[src/rtl/mriscv_pkg.sv]
// Shared definitions for the memory stage: load/store width codes and the
// memory-access FSM state type.
package mriscv_pkg;

  // Load width/sign codes
  localparam logic [2:0] F3_LB  = 3'b000;
  localparam logic [2:0] F3_LH  = 3'b001;
  localparam logic [2:0] F3_LW  = 3'b010;
  localparam logic [2:0] F3_LBU = 3'b100;
  localparam logic [2:0] F3_LHU = 3'b101;

  // Store width codes
  localparam logic [2:0] F3_SB  = 3'b000;
  localparam logic [2:0] F3_SH  = 3'b001;
  localparam logic [2:0] F3_SW  = 3'b010;

  typedef enum logic {
    StIdle,
    StReq
  } mem_state_t;

endpackage

[src/rtl/lsu_lane.sv]
// Combinational lane logic for the memory stage.
//   Request side : i_is_load/i_is_store/i_func3/i_addr_lo/i_store_data ->
//                  o_wdata (lane-replicated store data), o_wstrb (byte enables),
//                  o_fault (illegal func3 or misaligned access).
//   Response side: i_ld_func3/i_ld_addr_lo/i_rdata -> o_ld_data (extracted and
//                  sign/zero-extended load value).
module lsu_lane
  import mriscv_pkg::*;
(
  input  logic        i_is_load,
  input  logic        i_is_store,
  input  logic [2:0]  i_func3,
  input  logic [1:0]  i_addr_lo,
  input  logic [31:0] i_store_data,
  output logic [31:0] o_wdata,
  output logic [3:0]  o_wstrb,
  output logic        o_fault,
  input  logic [2:0]  i_ld_func3,
  input  logic [1:0]  i_ld_addr_lo,
  input  logic [31:0] i_rdata,
  output logic [31:0] o_ld_data
);

  logic        w_legal;
  logic        w_misaligned;
  logic [7:0]  w_byte;
  logic [15:0] w_half;

  always_comb begin
    w_legal = 1'b0;
    if (i_is_load) begin
      case (i_func3)
        F3_LB, F3_LH, F3_LW, F3_LBU, F3_LHU: w_legal = 1'b1;
        default:                             w_legal = 1'b0;
      endcase
    end else if (i_is_store) begin
      case (i_func3)
        F3_SB, F3_SH, F3_SW: w_legal = 1'b1;
        default:             w_legal = 1'b0;
      endcase
    end
  end

  // func3[1:0] encodes the access size for every legal code
  assign w_misaligned = ((i_func3[1:0] == 2'b01) && i_addr_lo[0]) ||
                        ((i_func3[1:0] == 2'b10) && (i_addr_lo != 2'b00));

  assign o_fault = (i_is_load || i_is_store) && (!w_legal || w_misaligned);

  always_comb begin
    o_wdata = i_store_data;
    o_wstrb = 4'b0000;
    if (i_is_store) begin
      case (i_func3)
        F3_SB: begin
          o_wstrb = 4'b0001 << i_addr_lo;
          o_wdata = {4{i_store_data[7:0]}};
        end
        F3_SH: begin
          o_wstrb = 4'b0011 << i_addr_lo;
          o_wdata = {2{i_store_data[15:0]}};
        end
        F3_SW:   o_wstrb = 4'b1111;
        default: o_wstrb = 4'b0000;
      endcase
    end
  end

  assign w_byte = 8'(i_rdata >> {i_ld_addr_lo, 3'b000});
  assign w_half = 16'(i_rdata >> {i_ld_addr_lo[1], 4'b0000});

  always_comb begin
    case (i_ld_func3)
      F3_LB:   o_ld_data = {{24{w_byte[7]}}, w_byte};
      F3_LH:   o_ld_data = {{16{w_half[15]}}, w_half};
      F3_LBU:  o_ld_data = {24'h00_0000, w_byte};
      F3_LHU:  o_ld_data = {16'h0000, w_half};
      default: o_ld_data = i_rdata;
    endcase
  end

endmodule

[src/rtl/memory_access.sv]
// Memory/writeback stage. Accepts one operation per valid_i/ready_o handshake,
// runs a single-outstanding bus transaction for loads and stores, and emits a
// one-cycle writeback strobe (wb_valid/wb_dest/wb_data) after completion.
//   Upstream : valid_i, ready_o, is_load, is_store, result, store_data, func3, dest_i
//   Bus      : mem_req, mem_we, mem_addr, mem_wdata, mem_wstrb, mem_rdata, mem_ack
//   Writeback: wb_valid, wb_dest, wb_data, exc_misaligned, exc_bus
module memory_access
  import mriscv_pkg::*;
#(
  parameter int unsigned TIMEOUT_CYCLES = 255
) (
  input  logic        clk,
  input  logic        reset,
  input  logic        valid_i,
  output logic        ready_o,
  input  logic        is_load,
  input  logic        is_store,
  input  logic [31:0] result,
  input  logic [31:0] store_data,
  input  logic [2:0]  func3,
  input  logic [4:0]  dest_i,
  output logic        mem_req,
  output logic        mem_we,
  output logic [31:0] mem_addr,
  output logic [31:0] mem_wdata,
  output logic [3:0]  mem_wstrb,
  input  logic [31:0] mem_rdata,
  input  logic        mem_ack,
  output logic        wb_valid,
  output logic [4:0]  wb_dest,
  output logic [31:0] wb_data,
  output logic        exc_misaligned,
  output logic        exc_bus
);

  // Last no-ack REQ cycle before the transaction is abandoned
  localparam logic [7:0] CntLast = 8'(TIMEOUT_CYCLES - 1);

  mem_state_t  r_state,   w_state_nxt;
  logic [7:0]  r_cnt,     w_cnt_nxt;
  logic        r_we,      w_we_nxt;
  logic [31:0] r_addr,    w_addr_nxt;
  logic [31:0] r_wdata,   w_wdata_nxt;
  logic [3:0]  r_wstrb,   w_wstrb_nxt;
  logic [2:0]  r_ld_f3,   w_ld_f3_nxt;
  logic [1:0]  r_ld_alo,  w_ld_alo_nxt;
  logic [4:0]  r_dest,    w_dest_nxt;
  logic        r_wb_vld,  w_wb_vld_nxt;
  logic [4:0]  r_wb_dest, w_wb_dest_nxt;
  logic [31:0] r_wb_data, w_wb_data_nxt;
  logic        r_exc_mis, w_exc_mis_nxt;
  logic        r_exc_bus, w_exc_bus_nxt;

  logic [31:0] w_lane_wdata;
  logic [3:0]  w_lane_wstrb;
  logic        w_fault;
  logic [31:0] w_ld_data;

  lsu_lane u_lane (
    .i_is_load    (is_load),
    .i_is_store   (is_store),
    .i_func3      (func3),
    .i_addr_lo    (result[1:0]),
    .i_store_data (store_data),
    .o_wdata      (w_lane_wdata),
    .o_wstrb      (w_lane_wstrb),
    .o_fault      (w_fault),
    .i_ld_func3   (r_ld_f3),
    .i_ld_addr_lo (r_ld_alo),
    .i_rdata      (mem_rdata),
    .o_ld_data    (w_ld_data)
  );

  always_comb begin
    w_state_nxt   = r_state;
    w_cnt_nxt     = r_cnt;
    w_we_nxt      = r_we;
    w_addr_nxt    = r_addr;
    w_wdata_nxt   = r_wdata;
    w_wstrb_nxt   = r_wstrb;
    w_ld_f3_nxt   = r_ld_f3;
    w_ld_alo_nxt  = r_ld_alo;
    w_dest_nxt    = r_dest;
    w_wb_vld_nxt  = 1'b0;
    w_wb_dest_nxt = r_wb_dest;
    w_wb_data_nxt = r_wb_data;
    w_exc_mis_nxt = 1'b0;
    w_exc_bus_nxt = 1'b0;
    case (r_state)
      StIdle: begin
        if (valid_i) begin
          if (!is_load && !is_store) begin
            w_wb_vld_nxt  = 1'b1;
            w_wb_dest_nxt = dest_i;
            w_wb_data_nxt = result;
          end else if (w_fault) begin
            w_exc_mis_nxt = 1'b1;
            w_wb_vld_nxt  = 1'b1;
            w_wb_dest_nxt = 5'd0;
          end else begin
            w_state_nxt  = StReq;
            w_cnt_nxt    = 8'd0;
            w_we_nxt     = is_store;
            w_addr_nxt   = {result[31:2], 2'b00};
            w_wdata_nxt  = w_lane_wdata;
            w_wstrb_nxt  = w_lane_wstrb;
            w_ld_f3_nxt  = func3;
            w_ld_alo_nxt = result[1:0];
            w_dest_nxt   = is_store ? 5'd0 : dest_i;
          end
        end
      end
      StReq: begin
        // An ack on the timeout cycle still completes the transaction
        if (mem_ack) begin
          w_state_nxt   = StIdle;
          w_wb_vld_nxt  = 1'b1;
          w_wb_dest_nxt = r_dest;
          if (!r_we) begin
            w_wb_data_nxt = w_ld_data;
          end
        end else if (r_cnt == CntLast) begin
          w_state_nxt   = StIdle;
          w_exc_bus_nxt = 1'b1;
          w_wb_vld_nxt  = 1'b1;
          w_wb_dest_nxt = 5'd0;
        end else begin
          w_cnt_nxt = r_cnt + 8'd1;
        end
      end
      default: w_state_nxt = StIdle;
    endcase
  end

  always_ff @(posedge clk or negedge reset) begin
    if (!reset) begin
      r_state   <= StIdle;
      r_cnt     <= 8'd0;
      r_we      <= 1'b0;
      r_addr    <= 32'd0;
      r_wdata   <= 32'd0;
      r_wstrb   <= 4'd0;
      r_ld_f3   <= 3'd0;
      r_ld_alo  <= 2'd0;
      r_dest    <= 5'd0;
      r_wb_vld  <= 1'b0;
      r_wb_dest <= 5'd0;
      r_wb_data <= 32'd0;
      r_exc_mis <= 1'b0;
      r_exc_bus <= 1'b0;
    end else begin
      r_state   <= w_state_nxt;
      r_cnt     <= w_cnt_nxt;
      r_we      <= w_we_nxt;
      r_addr    <= w_addr_nxt;
      r_wdata   <= w_wdata_nxt;
      r_wstrb   <= w_wstrb_nxt;
      r_ld_f3   <= w_ld_f3_nxt;
      r_ld_alo  <= w_ld_alo_nxt;
      r_dest    <= w_dest_nxt;
      r_wb_vld  <= w_wb_vld_nxt;
      r_wb_dest <= w_wb_dest_nxt;
      r_wb_data <= w_wb_data_nxt;
      r_exc_mis <= w_exc_mis_nxt;
      r_exc_bus <= w_exc_bus_nxt;
    end
  end

  assign ready_o        = (r_state == StIdle);
  assign mem_req        = (r_state == StReq);
  assign mem_we         = r_we;
  assign mem_addr       = r_addr;
  assign mem_wdata      = r_wdata;
  assign mem_wstrb      = r_wstrb;
  assign wb_valid       = r_wb_vld;
  assign wb_dest        = r_wb_dest;
  assign wb_data        = r_wb_data;
  assign exc_misaligned = r_exc_mis;
  assign exc_bus        = r_exc_bus;

endmodule

[config.mk]
export PLATFORM = sky130hd
export DESIGN_NAME = memory_access
export DESIGN_NICKNAME = d
export VERILOG_FILES = /design/src/rtl/mriscv_pkg.sv /design/src/rtl/lsu_lane.sv /design/src/rtl/memory_access.sv
export SDC_FILE = /design/constraint.sdc
export NUM_CORES = 1
export LEC_CHECK = 0
export ABC_AREA = 1
export BUFFER_PORTS_ARGS = -buffer_cell sky130_fd_sc_hd__buf_2
export CORE_AREA = 2 2 119 121
export DETAILED_ROUTE_END_ITERATION = 8
export DIE_AREA = 0 0 121 123
export GPL_TIMING_DRIVEN = 0
export PLACE_DENSITY = 0.89
export SLEW_MARGIN = 25
export SYNTH_ARGS = -nofsm -noshare
export SYNTH_HDL_FRONTEND = slang
export SYNTH_SLANG_ARGS = --single-unit
[constraint.sdc]
create_clock -name clk -period 2 [get_ports clk]
set_input_delay 0.4 -clock clk [delete_from_list [all_inputs] [get_ports clk]]
set_output_delay 0.4 -clock clk [all_outputs]
set_load 0.01 [all_outputs]
==> impl_metrics.json, run 1 <==
{
  "combinationalPowerShare_pct": 31.3,
  "slowest_stage": "dfrtp_1",
  "finish.utilization_pct": 63.2,
  "ff2ff_path_depth": 8,
  "swShare_pct": 34.7,
  "relSlewSlack_pct": 55.7,
  "synth_seq_area_share_pct": 47.6,
  "yosys.area.top_type": "dfrtp_1",
  "power_leakage_nw": 4.94,
  "grt_usage_pct": 27.9,
  "fillers": 1235,
  "status": "finished clean",
  "maxCapViolCount": 0,
  "num_antenna_cells": 0,
  "max_freq_ghz": 0.535,
  "crit_end": "ready_o",
  "detailroute.via_count": 7126,
  "h-tree-depth": 4,
  "nets": 1291,
  "antenna_left": 0,
  "grt-ovfl-total": 0,
  "r2r_slack_ns": 0.23,
  "die_y_um": 123,
  "path_clk_slew_ns": 0.05,
  "switchingPower_mw": 3.47,
  "post_dp_cell_area_um2": 7970,
  "pwr-share-clk_pct": 31.9,
  "die_x_um": 121,
  "crit_arrival_ns": 1.47,
  "crit_chain": "inv_2, buf_6, buf_6, buf_2",
  "grt_pass1_wl_um": 32400,
  "ctsRootBufferMaster": "clkbuf_16",
  "syn-mean-instance-area_um2": 7.03,
  "path_buf_inv": 4,
  "cts_buffers": 17,
  "synth_top_area_share_pct": 47.6,
  "total_power_mw": 10.0,
  "syn_area_um2": 6620,
  "fin_skew_ns": 0.00918,
  "antenna_found_initial": 0,
  "synth-seq-cells": 126,
  "post_route_cells_drive_above_1_share_pct": 24.5,
  "area_growth_pct": 30.0,
  "cts_sinks": 126,
  "syn_inst": 942,
  "hp-class": "input port to register",
  "drt_wl_total_um": 20500,
  "min_period_ns": 1.87,
  "grt_util_met2_pct": 45.1,
  "grtUsageMet1_pct": 37.1,
  "critPathLaunch": "mem_req",
  "drtPass1Iterations": 8,
  "max_stage_delay_ns": 0.47,
  "yosys-top-cells-area": "dfrtp_1 (48%), nand2_1 (25%), a21oi_1 (6.3%)",
  "cts_buffer_depth": 2,
  "cp_data_required_time_ns": 1.60,
  "initial_core_util_pct": 48.6,
  "post-route-period-util_pct": 93.5,
  "grt_max_degree": 66,
  "route.detailed.drc": 0,
  "critPathKind": "register to output port",
  "start_kind": "register",
  "tightest_slew_ns": 0.662,
  "worstReg2RegEnd": "wb_data[21]",
  "gp_congestion": 0.928,
  "viasPerCell": 5.19,
  "seqPwrFrac_pct": 36.8,
  "grt_pass1_vias": 6643,
  "clock_latency_ns": 0.42,
  "wire_per_inst_um": 14.9,
  "path_delay_family": "buffers and inverters",
  "crit_cells": 4,
  "final_common_cell": "nand2_1",
  "ys_types": 27,
  "endpoint_kind": "output port",
  "place_hpwl_um": 15300,
  "setup_viol_count_final": 0,
  "ios": 221,
  "die_area_um2": 14900,
  "powerDensity_nw_per_um2": 1160,
  "timing.critical_path.mode_cell": "buf_6",
  "rsz0062_at_grt": "no",
  "peakVddDrop_v": 0.000553,
  "slew_viol_final": 0,
  "ys_warn_count": 0,
  "rows": 43,
  "layout_common_cells": "nand2_1 (449), buf_2 (236), dfrtp_1 (126), a21oi_1 (83), nand3_1 (72)",
  "met3_usage_pct": 6.09,
  "intPower_mw": 6.53,
  "cts_tree": "built",
  "fin_area_um2": 8600,
  "drt_iter0_markers": 718,
  "grt.busiest_layer": "met2",
  "whs_ns": 0.199,
  "r2r_start": "mem_req",
  "crit_fanout": 10,
  "hold_violations": 0,
  "io_buffer_count": 216,
  "core_um2": 13600
}
## cell usage after synthesis, drive strengths merged
cell,number
nand4,3
conb,1
a211oi,1
inv,58
nand3,73
buf,38
nand2,449
xor2,1
dfrtp,126
nor3,2
nand3b,1
clkinv,1
o21ai,39
clkbuf,15
nor2,47
a21oi,85
ha,2
## worst min path at each step
stage | cells after the start | to | startpoint | slack, ns
after global placement | 2 | wb_dest[3] | wb_dest[3] | 0.45
after detailed placement | 1 | mem_addr[26] | reset | 0.36
after floorplan | 0 | exc_bus | reset | 0.10
final | 3 | mem_addr[9] | result[9] | 0.20
after CTS | 3 | mem_addr[9] | result[9] | 0.18
after global routing | 3 | mem_addr[12] | result[12] | 0.19
## power groups by stage
stage,Combinational [mW],Sequential [mW],Clock (mW)
4_1_cts,3.14,3.67,3.24
3_3_place_gp,3.02,3.68,0
3_5_place_dp,3.12,3.69,0
6_report,3.13,3.68,3.19
2_1_floorplan,1.49,3.98,0
5_1_grt,3.52,3.76,3.36
## layout make-up
cell class / count / area, um^2 / share of cell area, %
plain buffers: 52 / 300 / 3.49
clock buffers: 21 / 480 / 5.59
inverters: 59 / 221 / 2.57
well taps: 180 / 225 / 2.62
multi-input cells: 705 / 2960 / 34.4
repair buffers: 218 / 1130 / 13.1
flip-flops and latches: 126 / 3150 / 36.7
clock inverters: 11 / 138 / 1.60
## stage by stage
step	setup TNS [ns]	worst slack, ns	std cells
floorplan	0	0.461	943
global placement	-137.78	-1.10	1339
detailed placement	0	0.0464	1340
CTS	0	0.0292	1373
global route	0	0.0320	1372
finish	0	0.130	1372
## cells by family (layout without fill, tap and decap cells)
| kind of cell | Yosys count | count (layout) | synth area share [%] |
|---|---|---|---|
| other cells | 1 | 2 | 0.0567 |
| simple gates | 575 | 575 | 34.4 |
| flops | 126 | 126 | 47.6 |
| buf+inv | 112 | 361 | 7.75 |
| xor+xnor | 1 | 1 | 0.132 |
| compound gates | 125 | 125 | 9.60 |
| fa+ha+maj | 2 | 2 | 0.378 |
## state kept, by name (all words and copies together) (netlist names), 2 cells and up
signal / count
r_ld_alo: 2
r_cnt: 8
wb_dest: 5
r_dest: 5
wb_data: 32
r_ld_f3: 3
mem_wstrb: 4
mem_wdata: 32
mem_addr: 30
## tightest hold or removal path, delay by kind of cell
family | cells | cell delay (ns)
buf+inv | 1 | 0.09
simple gates | 2 | 0.09
## metal layers
metal | vias to the layer above | routed length [um]
met5 | - | 0
met4 | 0 | 459
met3 | 37 | 1680
met2 | 345 | 9640
met1 | 3316 | 8680
li1 | 3428 | -
## what timing repair did
action                                  4_1_cts  5_1_grt
setup buffers                                 0        0
resized for setup                             5        1
hold buffers                                  1        0
endpoints found under the setup margin        1        3
hold endpoints to repair                     61        0
Power figures use the tool's default switching activity.
==> run 2, diff against run 1 <==
--- a/config.mk
+++ b/config.mk
@@ -7,11 +7,13 @@
 export LEC_CHECK = 0
 export ABC_AREA = 1
 export BUFFER_PORTS_ARGS = -buffer_cell sky130_fd_sc_hd__buf_2
-export CORE_AREA = 2 2 119 121
+export CELL_PAD_IN_SITES_DETAIL_PLACEMENT = 0
+export CELL_PAD_IN_SITES_GLOBAL_PLACEMENT = 1
+export CORE_AREA = 2 2 141 143
 export DETAILED_ROUTE_END_ITERATION = 8
-export DIE_AREA = 0 0 121 123
+export DIE_AREA = 0 0 143 145
 export GPL_TIMING_DRIVEN = 0
-export PLACE_DENSITY = 0.89
+export PLACE_DENSITY = 0.9
 export SLEW_MARGIN = 25
 export SYNTH_ARGS = -nofsm -noshare
 export SYNTH_HDL_FRONTEND = slang
==> run 2 against run 1 <==
Global-route usage is 6.7 points lower. Sequential share of layout area is 0.20 points lower. Clock skew hardly changed. Final cell count is 6.1% higher. Power is 2.6% lower. Clock power is 7.5% lower. Largest cell class unchanged.
==> impl_metrics.json, run 2 (synthesis results as in run 1) <==
{
  "slowest_stage": "dfrtp_1",
  "die_area_um2": 20700,
  "cts_buffer_depth": 2,
  "postCtsSetupBuffers": 0,
  "grt-ovfl-total": 0,
  "die_y_um": 145,
  "grt_pass1_wl_um": 34500,
  "peakVddDrop_v": 0.000585,
  "path_buf_inv": 4,
  "grt_pass1_vias": 6614,
  "hold_violations": 0,
  "drt_iter0_markers": 384,
  "drt_wl_total_um": 21600,
  "drtPass1Iterations": 5,
  "rows": 51,
  "powerDensity_nw_per_um2": 1130,
  "timing.critical_path.mode_cell": "buf_6",
  "endpoint_kind": "output port",
  "io_buffer_count": 216,
  "tightest_slew_ns": 0.670,
  "critPathKind": "register to output port",
  "initial_core_util_pct": 34.5,
  "path_clk_slew_ns": 0.05,
  "fin_setup_tns_ns": 0,
  "layout_common_cells": "nand2_1 (449), buf_2 (236), dfrtp_1 (126), a21oi_1 (83), nand3_1 (72)",
  "final_common_cell": "nand2_1",
  "status": "finished clean",
  "crit_chain": "inv_2, buf_6, buf_6, buf_2",
  "max_freq_ghz": 0.531,
  "die_x_um": 143,
  "relSlewSlack_pct": 55.3,
  "cp_data_required_time_ns": 1.60,
  "start_kind": "register",
  "antenna_left": 0,
  "finish.utilization_pct": 45.0,
  "h-tree-depth": 4,
  "grt_usage_pct": 21.2,
  "core_um2": 19200,
  "fillers": 1988,
  "power_leakage_nw": 4.91,
  "area_growth_pct": 30.7,
  "crit_arrival_ns": 1.48,
  "antenna_found_initial": 1,
  "detailroute.via_count": 6830,
  "route.detailed.drc": 0,
  "maxCapViolCount": 0,
  "ios": 221,
  "slew_viol_final": 0,
  "place_hpwl_um": 16700,
  "cts_tree": "built",
  "nets": 1291,
  "viasPerCell": 4.69,
  "rsz0062_at_grt": "no",
  "clock_latency_ns": 0.42,
  "hp-class": "input port to register",
  "gp_congestion": 0.849,
  "grt_max_degree": 75,
  "crit_fanout": 10,
  "fin_skew_ns": 0.00912,
  "cts_buffers": 17,
  "post-route-period-util_pct": 94.1,
  "ctsRootBufferMaster": "clkbuf_16",
  "cts_sinks": 126,
  "max_stage_delay_ns": 0.47,
  "post_route_cells_drive_above_1_share_pct": 24.1,
  "wire_per_inst_um": 14.8,
  "path_delay_family": "buffers and inverters",
  "min_period_ns": 1.88,
  "setup_viol_count_final": 0
}
[run 2: layout make-up]
class | count | area, um^2 | area share [%]
Antenna cell | 2 | 5.00 | 0.0579
Clock buffer | 22 | 464 | 5.37
Inverter | 59 | 221 | 2.56
Buffer | 52 | 300 | 3.47
Multi-Input combinational cell | 705 | 2960 | 34.2
Timing Repair Buffer | 218 | 1130 | 13.0
Tap cell | 265 | 332 | 3.83
Sequential cell | 126 | 3150 | 36.5
Clock inverter | 7 | 90.1 | 1.04
[run 2: per-layer routing]
metal | global-route usage (%) | vias up | part of all wire (%)
met3 | 4.98 | 27 | 6.8
met1 | 28.7 | 3141 | 46
li1 | - | 3441 | -
met2 | 33.9 | 221 | 46
met4 | 6.14 | 0 | 1.7
met5 | 0 | - | 0
[run 2: power breakdown]
group	switching [mW]	total, mW	internal, mW
logic	1.94	3.13	1.19
registers	0.405	3.67	3.26
clock network	1.08	2.95	1.87
total	3.42	9.75	6.33
[run 2: worst paths after layout]
path                             from            to  slack, ns  depth (start not counted)
max                           mem_req       ready_o       0.12                          4
min                        result[13]  mem_addr[13]       0.20                          3
max reg2reg                   mem_req   wb_data[30]       0.16                          9
min reg2reg                wb_dest[0]    wb_dest[0]       0.47                          2
max in group asynchronous       reset   mem_addr[4]       0.81                          3
min in group asynchronous       reset    wb_dest[4]       0.49                          2
[run 2: per-stage QoR]
stage	instance area (um^2)	hold WS, ns	std cells	power [mW]	setup slack, ns
3_3_place_gp	8030	0.456	1424	6.78	-1.27
2_1_floorplan	6620	0.104	943	5.47	0.461
3_5_place_dp	8070	0.346	1425	6.84	0.00152
4_1_cts	8650	0.186	1455	9.86	0.00459
6_report	8650	0.203	1456	9.75	0.117
5_1_grt	8640	0.197	1454	10.4	0.0351
[run 2: worst reg2reg max path, cell delays in order, from the launching register on]
cell,delay (ns)
dfrtp_1,0.47
inv_2,0.13
nand2_1,0.10
o21ai_1,0.10
nand2_1,0.17
buf_2,0.26
buf_6,0.17
a21oi_1,0.23
nand2_1,0.10
nand2_1,0.06
[run 2: timing repair]
item / CTS / global route
hold endpoints to repair: 52 / 0
hold buffers: 1 / 0
endpoints found under the setup margin: 1 / 4
pin swaps: 0 / 0
gates resized for setup: 5 / 1
==> run 3, diff against run 2 <==
--- a/config.mk
+++ b/config.mk
@@ -7,7 +7,7 @@
 export LEC_CHECK = 0
 export ABC_AREA = 1
 export BUFFER_PORTS_ARGS = -buffer_cell sky130_fd_sc_hd__buf_2
-export CELL_PAD_IN_SITES_DETAIL_PLACEMENT = 0
+export CELL_PAD_IN_SITES_DETAIL_PLACEMENT = 1
 export CELL_PAD_IN_SITES_GLOBAL_PLACEMENT = 1
 export CORE_AREA = 2 2 141 143
 export DETAILED_ROUTE_END_ITERATION = 8
==> constraint.sdc (replaced) <==
create_clock -name clk -period 1.97 [get_ports clk]
set_input_delay 0.394 -clock clk [delete_from_list [all_inputs] [get_ports clk]]
set_output_delay 0.394 -clock clk [all_outputs]
set_load 0.01 [all_outputs]
==> run 3 against run 2 <==
Design area up 0.36%. Clock power grew 5%. Combinational power increased by 4%. Final cell count up 0.34%. Count of clock-buffer cells in the layout is the same. Flip-flop and latch count unchanged. Critical path depth unchanged. Critical path type unchanged. Highest routed layer unchanged.
==> impl_metrics.json, run 3 (synthesis results as in run 1) <==
{
  "status": "finished clean",
  "path_clk_slew_ns": 0.06,
  "drtPass1Iterations": 4,
  "viasPerCell": 4.79,
  "crit_fanout": 10,
  "relSlewSlack_pct": 53.8,
  "clock_latency_ns": 0.42,
  "crit_arrival_ns": 1.45,
  "critPathKind": "register to output port",
  "ios": 221,
  "final_cells": 1461,
  "nets": 1291,
  "post_dp_cell_area_um2": 8070,
  "worstReg2RegEnd": "wb_data[30]",
  "detailroute.via_count": 7000,
  "io_buffer_count": 216,
  "postCtsSetupBuffers": 0,
  "ctsRootBufferMaster": "clkbuf_16",
  "maxCapViolCount": 0,
  "endpoint_kind": "output port",
  "setup_viol_count_final": 0,
  "gp_congestion": 0.849,
  "die_y_um": 145,
  "slew_viol_final": 0,
  "cts_tree": "built",
  "fin_setup_tns_ns": 0,
  "r2r_slack_ns": 0.13,
  "r2r_start": "mem_req",
  "rsz0062_at_grt": "no",
  "whs_ns": 0.210,
  "critPathLaunch": "mem_req",
  "fillers": 2494,
  "power_leakage_nw": 4.91,
  "post_route_cells_drive_above_1_share_pct": 24.4,
  "fin_area_um2": 8680,
  "combinationalPowerShare_pct": 32.1,
  "drt_wl_total_um": 23600,
  "route.detailed.drc": 0,
  "start_kind": "register",
  "layout_common_cells": "nand2_1 (449), buf_2 (236), dfrtp_1 (125), a21oi_1 (83), nand3_1 (72)",
  "antenna_found_initial": 4,
  "crit_end": "ready_o",
  "grt_pass1_wl_um": 38000,
  "area_growth_pct": 31.2,
  "grt_max_degree": 75,
  "antenna_left": 0,
  "min_period_ns": 1.84,
  "cp_data_required_time_ns": 1.58,
  "die_x_um": 143,
  "rows": 51,
  "grt_usage_pct": 23.2,
  "cts_sinks": 126,
  "tightest_slew_ns": 0.693,
  "post-route-period-util_pct": 93.5,
  "powerDensity_nw_per_um2": 1160,
  "hold_violations": 0,
  "wire_per_inst_um": 16.2,
  "place_hpwl_um": 18300,
  "pwr-share-clk_pct": 30.7,
  "core_um2": 19200,
  "grt_pass1_vias": 7288,
  "intPower_mw": 6.45,
  "grt-ovfl-total": 0,
  "h-tree-depth": 4,
  "initial_core_util_pct": 34.5,
  "max_freq_ghz": 0.543,
  "dp.cells": 1425,
  "swShare_pct": 36.0,
  "final_common_cell": "nand2_1",
  "drt_iter0_markers": 305,
  "cts_buffers": 17,
  "die_area_um2": 20700,
  "peakVddDrop_v": 0.000579,
  "hp-class": "input port to register",
  "cts_buffer_depth": 2,
  "ff2ff_path_depth": 9,
  "seqPwrFrac_pct": 37.1,
  "switchingPower_mw": 3.63,
  "fin_skew_ns": 0.0179
}
==> run 3: changes by cell type in the layout (fill, tap and decap cells not counted) <==
| cell | change |
|---|---|
| clkbuf_2 | +1 |
| clkbuf_1 | -1 |
| clkinvlp_4 | +2 |
| dfrtp_2 | +1 |
| clkinv_4 | +1 |
| diode_2 | +2 |
| dfrtp_1 | -1 |
==> run 3: final cells by class <==
class / count / area, um^2 / share of cell area (%)
diodes: 4 / 10.0 / 0.115
clock buffers: 22 / 464 / 5.35
clock inverters: 10 / 114 / 1.31
plain buffers: 52 / 302 / 3.47
flip-flops and latches: 126 / 3150 / 36.3
repair buffers: 218 / 1130 / 13.0
multi-input cells: 705 / 2960 / 34.0
well taps: 265 / 332 / 3.82
inverters: 59 / 221 / 2.55
==> run 3: how the worst min path moves through the flow <==
stage	start	endpoint	slack [ns]	cells after the start
floorplan	reset	exc_bus	0.1	0
detailed placement	reset	wb_dest[4]	0.34	1
global route	result[10]	mem_addr[10]	0.20	3
CTS	result[12]	mem_addr[12]	0.19	3
finish	result[10]	mem_addr[10]	0.21	3
global placement	wb_dest[3]	wb_dest[3]	0.46	2
==> run 3: timing repair <==
| action | CTS | global route |
|---|---|---|
| endpoints found under the setup margin | 1 | 5 |
| hold endpoints to repair | 52 | 0 |
| hold buffers | 1 | 0 |
| resized for setup | 6 | 3 |
==> run 3: metrics by stage <==
step / utilization [%] / power, mW / setup WS, ns
4_1_cts: 45.2 / 10.2 / 0.0218
3_3_place_gp: 41.8 / 6.88 / -1.29
3_5_place_dp: 42.0 / 7.02 / -0.0382
6_report: 45.2 / 10.1 / 0.127
5_1_grt: 45.2 / 10.7 / 0.0132
2_1_floorplan: - / 5.56 / 0.437
==> run 3: critical path, stage by stage (launching register included) <==
cell and delay, ns:
dfrtp_2 0.46, inv_2 0.11, buf_6 0.15, buf_6 0.16
buf_2 0.14
==> run 3: per-layer routing <==
metal  share of wire, %  vias up  track usage (%)  wire (um)
met5                  0        -                0          0
met3                5.3       27             5.05       1250
met4                1.6        0             5.84        371
li1                   -     3438                -          -
met2                 48      188             39.1      11400
met1                 45     3347             30.1      10600
==> run 3: power by group through the flow <==
stage	sequential, mW	combinational, mW	clock (mW)
finish	3.74	3.24	3.10
global route	3.84	3.62	3.27
CTS	3.74	3.29	3.16
detailed placement	3.77	3.25	0
global placement	3.74	3.14	0
floorplan	4.04	1.51	0
